==> src/rtl/par2ser_stream_if.sv <==
// Upstream word channel of the parallel-to-serial stream.
// A word moves on a clk edge where in_valid and in_ready are both high.
// in_valid and in_data stay stable until that edge, and in_ready does not depend on in_valid.
interface par2ser_stream_if #(parameter int DW = 8);
   logic          in_valid;
   logic [DW-1:0] in_data;
   logic          in_ready;

   modport master (output in_valid, output in_data, input in_ready);
   modport slave  (input in_valid, input in_data, output in_ready);
endinterface

==> src/rtl/par2ser_stream.sv <==
// Parallel-to-serial converter. Words are emitted MSB first, one bit per tick.
// A one-word holding register sits in front of the shift register, so that
// back-to-back words leave with no gap between them.
module par2ser_stream #(parameter int DW = 8) (
   input  logic             clk,
   input  logic             rst,
   input  logic             tick,
   input  logic             abort,
   par2ser_stream_if.slave  up,
   output logic             x,
   output logic             x_valid,
   output logic             word_last,
   output logic             busy,
   output logic [7:0]       word_cnt,
   output logic             dbg_state
);

   localparam int CW = $clog2(DW);

   typedef enum logic {IDLE = 1'b0, SHIFT = 1'b1} state_t;

   state_t        state_q, state_d;
   logic [DW-1:0] hold_q;
   logic          hold_full;
   logic [DW-1:0] shift_q;
   logic [CW-1:0] cnt_q;

   logic accept;
   logic load;
   logic shift_en;
   logic last;

   assign up.in_ready = ~hold_full;
   assign accept      = up.in_valid & ~hold_full & ~abort;
   assign busy        = (state_q == SHIFT) | hold_full;
   assign dbg_state   = state_q;

   // Next-state and per-edge actions. Abort wins over every other action.
   always_comb begin
      state_d  = state_q;
      load     = 1'b0;
      shift_en = 1'b0;
      last     = 1'b0;
      case (state_q)
         IDLE: begin
            if (hold_full) begin
               load    = 1'b1;
               state_d = SHIFT;
            end
         end
         SHIFT: begin
            if (tick) begin
               shift_en = 1'b1;
               if (cnt_q == CW'(DW - 1)) begin
                  last = 1'b1;
                  if (hold_full) load = 1'b1;
                  else           state_d = IDLE;
               end
            end
         end
         default: state_d = IDLE;
      endcase
      if (abort) begin
         state_d  = IDLE;
         load     = 1'b0;
         shift_en = 1'b0;
         last     = 1'b0;
      end
   end

   // FSM state register
   always_ff @(posedge clk or negedge rst) begin
      if (!rst) state_q <= IDLE;
      else      state_q <= state_d;
   end

   // Holding register: an accept needs the register empty and a load needs it full, so they never coincide
   always_ff @(posedge clk or negedge rst) begin
      if (!rst) begin
         hold_q    <= '0;
         hold_full <= 1'b0;
      end else if (abort) begin
         hold_full <= 1'b0;
      end else if (accept) begin
         hold_q    <= up.in_data;
         hold_full <= 1'b1;
      end else if (load) begin
         hold_full <= 1'b0;
      end
   end

   // Shift register and bit counter. The counter restarts on every word boundary.
   always_ff @(posedge clk or negedge rst) begin
      if (!rst) begin
         shift_q <= '0;
         cnt_q   <= '0;
      end else begin
         if (load)          shift_q <= hold_q;
         else if (shift_en) shift_q <= {shift_q[DW-2:0], 1'b0};
         if (abort || load || last) cnt_q <= '0;
         else if (shift_en)         cnt_q <= cnt_q + 1'b1;
      end
   end

   // Serial output, bit strobes and completed-word counter. Abort leaves x and word_cnt unchanged.
   always_ff @(posedge clk or negedge rst) begin
      if (!rst) begin
         x         <= 1'b0;
         x_valid   <= 1'b0;
         word_last <= 1'b0;
         word_cnt  <= 8'd0;
      end else begin
         if (shift_en) x <= shift_q[DW-1];
         x_valid   <= shift_en;
         word_last <= last;
         if (last) word_cnt <= word_cnt + 8'd1;
      end
   end

endmodule

==> src/flat_wrapper.sv <==
// flat-port wrapper written by rule: the top's interface ports become plain ports
module par2ser_stream_flat 
#(parameter int DW = 8)
  (clk, rst, tick, abort, x, x_valid, word_last, busy, word_cnt, dbg_state, up_in_valid, up_in_data, up_in_ready);
  par2ser_stream_if #(.DW(DW)) up_i ();
  input  logic clk;
  input  logic rst;
  input  logic tick;
  input  logic abort;
  output logic x;
  output logic x_valid;
  output logic word_last;
  output logic busy;
  output logic [7:0] word_cnt;
  output logic dbg_state;
  input wire logic [$bits(up_i.in_valid)-1:0] up_in_valid;
  input wire logic [$bits(up_i.in_data)-1:0] up_in_data;
  output wire logic [$bits(up_i.in_ready)-1:0] up_in_ready;
  assign up_i.in_valid = up_in_valid;
  assign up_i.in_data = up_in_data;
  assign up_in_ready = up_i.in_ready;
  par2ser_stream #(.DW(DW)) u_core (.clk(clk), .rst(rst), .tick(tick), .abort(abort), .up(up_i), .x(x), .x_valid(x_valid), .word_last(word_last), .busy(busy), .word_cnt(word_cnt), .dbg_state(dbg_state));
endmodule
==> config.mk <==
export PLATFORM = sky130hd
export DESIGN_NAME = par2ser_stream_flat
export DESIGN_NICKNAME = d
export VERILOG_FILES = /design/src/rtl/par2ser_stream_if.sv /design/src/rtl/par2ser_stream.sv /design/src/flat_wrapper.sv
export SDC_FILE = /design/constraint.sdc
export NUM_CORES = 1
export LEC_CHECK = 0
export ABC_AREA = 1
export CAP_MARGIN = 0
export CORE_MARGIN = 1
export CORE_UTILIZATION = 35
export CTS_CLUSTER_SIZE = 28
export DETAILED_ROUTE_END_ITERATION = 6
export SYNTH_ARGS = -nofsm -noshare
export SYNTH_HDL_FRONTEND = slang
export SYNTH_SLANG_ARGS = --single-unit
==> constraint.sdc <==
create_clock -name clk -period 3.17 [get_ports clk]
set_input_delay 0.4755 -clock clk [delete_from_list [all_inputs] [get_ports clk]]
set_output_delay 0.4755 -clock clk [all_outputs]
set_load 0.03 [all_outputs]
-- Word-level counts from Yosys, hierarchy flattened
Cells that the tools add are included.
Widths: inputs -> output; s select.
- register bits after elaboration: 32
- bits of input ports: 13
- output and inout port bits: 14
- word-level logic and storage cells: 47
- add/sub/neg operators: 2
- eq/ne operators: 1
- muxes and demuxes: 23
- bitwise gates (word level): 6
- reductions and logical operators: 6
- operators by type and width (cell ; number):
    $mux 1 ; 17
    $mux 8 ; 2
    $add 8x1->8 const B ; 1
    $mux 3 ; 2
    $pmux 1 s2 ; 2
    $reduce_bool 2->1 ; 2
    $add 3x1->3 const B ; 1
    $eq 3x3->1 const B ; 1
    $not 1->1 ; 3
    $reduce_bool 3->1 ; 1
    $and 1x1->1 ; 2
    $logic_or 1x1->1 ; 2
    $reduce_and 2->1 ; 1
    $or 1x1->1 ; 1

-- Longest topological paths before layout
- depth in word-level cells: 8
- mapped depth: 8
- gate-level depth less buffers: 8

-- Least setup slack after synthesis
No wires, ideal clock.
- kind: register to register
- start: register u_core.cnt_q[0]
- end: register u_core.shift_q[6]
- setup time: 68 ps
- arrival time: 1372 ps
- required time: 3102 ps
- setup slack: 1730 ps
- stages on the path, launching flop included: 9
- buffers on the path: 1
- clock period less this slack: 1440 ps
- path through: dfrtp_1 ha_1 ha_1 nand2_1 nand2_1 nand3_4 buf_6 nand3_1 nand3_1
- word-level cells in the longest chain between the ends: 6
- elaborated cells on any way between the ends: 7
- classes of those cells: 1 x eq/ne; 5 x mux; 1 x reduce/logical
- ends and longest elaborated chain (element ; line ; text):
    start: declaration ; par2ser_stream.sv:26 ; logic [CW-1:0] cnt_q;
    start signal: assignment ; par2ser_stream.sv:101 ; else if (shift_en) cnt_q <= cnt_q + 1'b1;
    $eq 3x3->1 (*) ; par2ser_stream.sv:54 ; if (cnt_q == CW'(DW - 1)) begin
    $mux 1 (*) ; par2ser_stream.sv:54 ;
    $mux 1 (*) ; par2ser_stream.sv:52 ; if (tick) begin
    $pmux 1 s2 (*) ; par2ser_stream.sv:44 ; case (state_q)
    $mux 1 (*) ; par2ser_stream.sv:63 ; if (abort) begin
    $mux 8 / $reduce_bool 2->1 (equally long branches) ; - ;
    end signal: assignment ; par2ser_stream.sv:98 ; if (load) shift_q <= hold_q;
    end signal: assignment ; par2ser_stream.sv:99 ; else if (shift_en) shift_q <= {shift_q[DW-2:0], 1'b0};
    end: declaration ; par2ser_stream.sv:25 ; logic [DW-1:0] shift_q;
Mark *: on every way between the ends. The rest lies on a longest branch, timed or not.
A chain may end at the register's enable or synchronous reset.

-- Worst setup path in the final report
- start: register u_core.hold_full
- end: output port up_in_ready
- word-level cells in the longest chain between the ends: 1
- ends and longest elaborated chain (element ; line ; text):
    start: declaration ; par2ser_stream.sv:24 ; logic hold_full;
    start signal: assignment ; par2ser_stream.sv:81 ; hold_full <= 1'b0;
    start signal: assignment ; par2ser_stream.sv:83 ; hold_full <= 1'b0;
    start signal: assignment ; par2ser_stream.sv:86 ; hold_full <= 1'b1;
    $not 1->1 ; par2ser_stream.sv:33 ; assign up.in_ready = ~hold_full;
    end: declaration ; flat_wrapper.sv:18 ; output wire logic [$bits(up_i.in_ready)-1:0] up_in_ready;
No other way between the ends.

==> flow_summary.yaml <==
synthesis:
  synth_seq_cells: 32
  synth.distinct_cells: 21
  ys_seq_area_share_pct: 54.1
  synth_nets: 186
  syn_area_sq_um: 1480
  netlist_instances: 170
  ys_warn_count: 0
  synth.avg_cell_area_sq_um: 8.70
power:
  power_frac_comb_pct: 12.9
  p_leak_nw: 0.941
  p_int_uw: 753
  netSwitchingFraction_pct: 25.2
  peakVddDrop_uv: 374
  p_seq_share_pct: 49.0
  power_density_nw_per_um2: 532
  clkPwrFrac_pct: 38.1
  power_switching_uw: 254
critical_path:
  end_kind: "primary output"
  critical_path_arrival_ps: 1600
  cp.required_ps: 2690
  crit_path_max_fanout: 5
  reg2regPathDepth: 8
  slowest_delay_ps: 710
  startpoint_type: "register"
  path_cells: "inv_1 > clkdlybuf4s50_1"
  crit_type: "register to primary output"
  cpMaxStageDelayCell: "clkdlybuf4s50_1"
global_routing:
  antenna_found_initial: 0
  grt_max_degree: 33
  track_usage_pct: 15.9
  grt_pass1_wl_um: 5200
  grt_pass1_vias: 1155
  grt_remaining_overflow: 0
clock_network:
  numClockSinks: 32
  cts_hold_buf: 0
  cts_resized: 0
  cts_root_buf: "clkbuf_8"
  clk_path_buf_depth: 2
  clk_pin_slew_worst_paths_ps: 70
  numCtsBuffers: 5
  cts_tree: "built"
  cts_max_level: 2
  post-cts-setup-buffer-count: 0
  clock_latency_ps: 280
die:
  row_count: 23
  die_width_um: 67.0
  pin_count: 27
  core_sq_um: 4030
  start_util_pct: 36.7
  die-area_sq_um: 4490
  dieHeight_um: 67.0
sta:
  min_period_over_period_pct: 65.3
  setup_violations: 0
  finClkSkew_ps: 4.02
  hold_violations: 0
  clock.fmax_mhz: 483
  setup_slack_ps: 1100
  grt_setup_unrepaired: "no"
  fin_setup_tns_ps: 0
  finalMaxSlewViolations: 0
  relSlewSlack_pct: 70.7
  tightest_slew_ps: 438
  fin_crit_ps: 2070
layout:
  multi_input_area_sq_um: 579
  syn2layout_area_growth_pct: 28.0
  nets: 217
  n_antenna_cell: 0
  fillCellCount: 395
  layout-drive-gt1-share_pct: 9.41
  seqCellArea_sq_um: 801
  mostFrequentLayoutCell: "nand2_1"
  most-common-layout-cells: "58 x nand2_1, 32 x dfrtp_1, 29 x nand3_1"
drt:
  drtIter0Drc: 63
  drc_errors: 0
  drt_wl_total_um: 3010
  ant_nets: 0
  post_drt_wl_per_cell_um: 11.9
  vias: 1165
  first_pass_iters: 4
  vias_per_cell: 4.62
run_status:
  status: "completed"
min_path:
  hold_path_depth: 2
  min_path_type: "register to register"
placed_design:
  dp_hpwl_um: 2150
  routabilityCongestion: 0.795
  io_buffers: 26
  preCtsSetupSlack_ps: 1240
run:
  max_cap_violations: 0
==> per-stage QoR <==
| step | util (%) | hold WS [ps] | cells | area (sq um) | power, mW |
|---|---|---|---|---|---|
| 3_5_place_dp | 44.3 | 466 | 244 | 1790 | 0.633 |
| 2_1_floorplan | - | 180 | 170 | 1480 | 0.573 |
| 3_3_place_gp | 44.3 | 470 | 244 | 1790 | 0.627 |
| 5_1_grt | 47.0 | 508 | 252 | 1890 | 1.06 |
| 6_report | 47.0 | 484 | 252 | 1890 | 1.01 |
| 4_1_cts | 47.0 | 489 | 252 | 1890 | 1.02 |
==> per-layer routing <==
metal,vias up,share of wire (%),track usage (%),wire length (um)
met5,-,0,0,0
met4,0,2.3,7.98,69
met3,7,3.2,4.28,97
met2,19,48,25.6,1450
met1,536,46,19.3,1400
li1,603,-,-,-
==> final cells by class <==
type,instances,share of cell area [%]
tap,50,3.30
sequential,32,42.3
multi-input combinational,115,30.6
timing repair buffer,27,14.1
inverter,20,3.97
clock buffer,6,3.83
clock inverter,2,1.85
==> power by group through the flow <==
stage | registers (mW) | logic (mW) | clock network [mW]
floorplan | 0.504 | 0.0692 | 0
global placement | 0.499 | 0.128 | 0
detailed placement | 0.501 | 0.132 | 0
CTS | 0.493 | 0.132 | 0.394
global route | 0.499 | 0.148 | 0.411
finish | 0.494 | 0.129 | 0.384
==> critical path: cells and delay by family, from the launching register on <==
| kind | cells | cell delay (ps) |
|---|---|---|
| DFF | 1 | 420 |
| buffers and inverters | 2 | 900 |
==> state kept, by name, indices dropped and copies added (netlist names) <==
register and cells:
u_core.cnt_q 3, u_core.dbg_state 1, u_core.hold_full 1, u_core.hold_q 8, u_core.shift_q 8, u_core.word_cnt 8
u_core.word_last 1, u_core.x 1, u_core.x_valid 1
==> worst paths after layout <==
path	start	end	slack [ps]
min in group asynchronous	rst	u_core.x	590
worst max-delay path	u_core.hold_full	up_in_ready	1100
worst min register to register	u_core.hold_q[0]	u_core.shift_q[0]	480
max in group asynchronous	rst	u_core.shift_q[5]	2280
worst max register to register	u_core.cnt_q[0]	u_core.shift_q[7]	1510
worst min-delay path	u_core.hold_q[0]	u_core.shift_q[0]	480
==> logic make-up after synthesis <==
| family | share of synthesized area [%] |
|---|---|
| AOI/OAI and AO/OA | 4.48 |
| xor gates and xnor gates | 2.37 |
| adders and majority gates | 2.54 |
| buffers and inverters | 6.68 |
| DFF | 54.1 |
| and+or+nand+nor | 29.8 |
==> Yosys cell counts (all sizes together) <==
| cell | number | area share [%] |
|---|---|---|
| nand2 | 58 | 15 |
| dfrtp | 32 | 54 |
| nand3 | 32 | 12 |
| inv | 20 | 5.1 |
| o21ai | 9 | 3.3 |
| nor2 | 4 | 1.2 |
| buf | 3 | 1.6 |
| ha | 3 | 2.5 |
| a21oi | 2 | 0.68 |
| xnor2 | 2 | 1.2 |
| xor2 | 2 | 1.2 |
| nand4 | 1 | 0.42 |
| nor3 | 1 | 1.1 |
| o31ai | 1 | 0.51 |
Note: power is estimated with default switching activity, not from simulation.
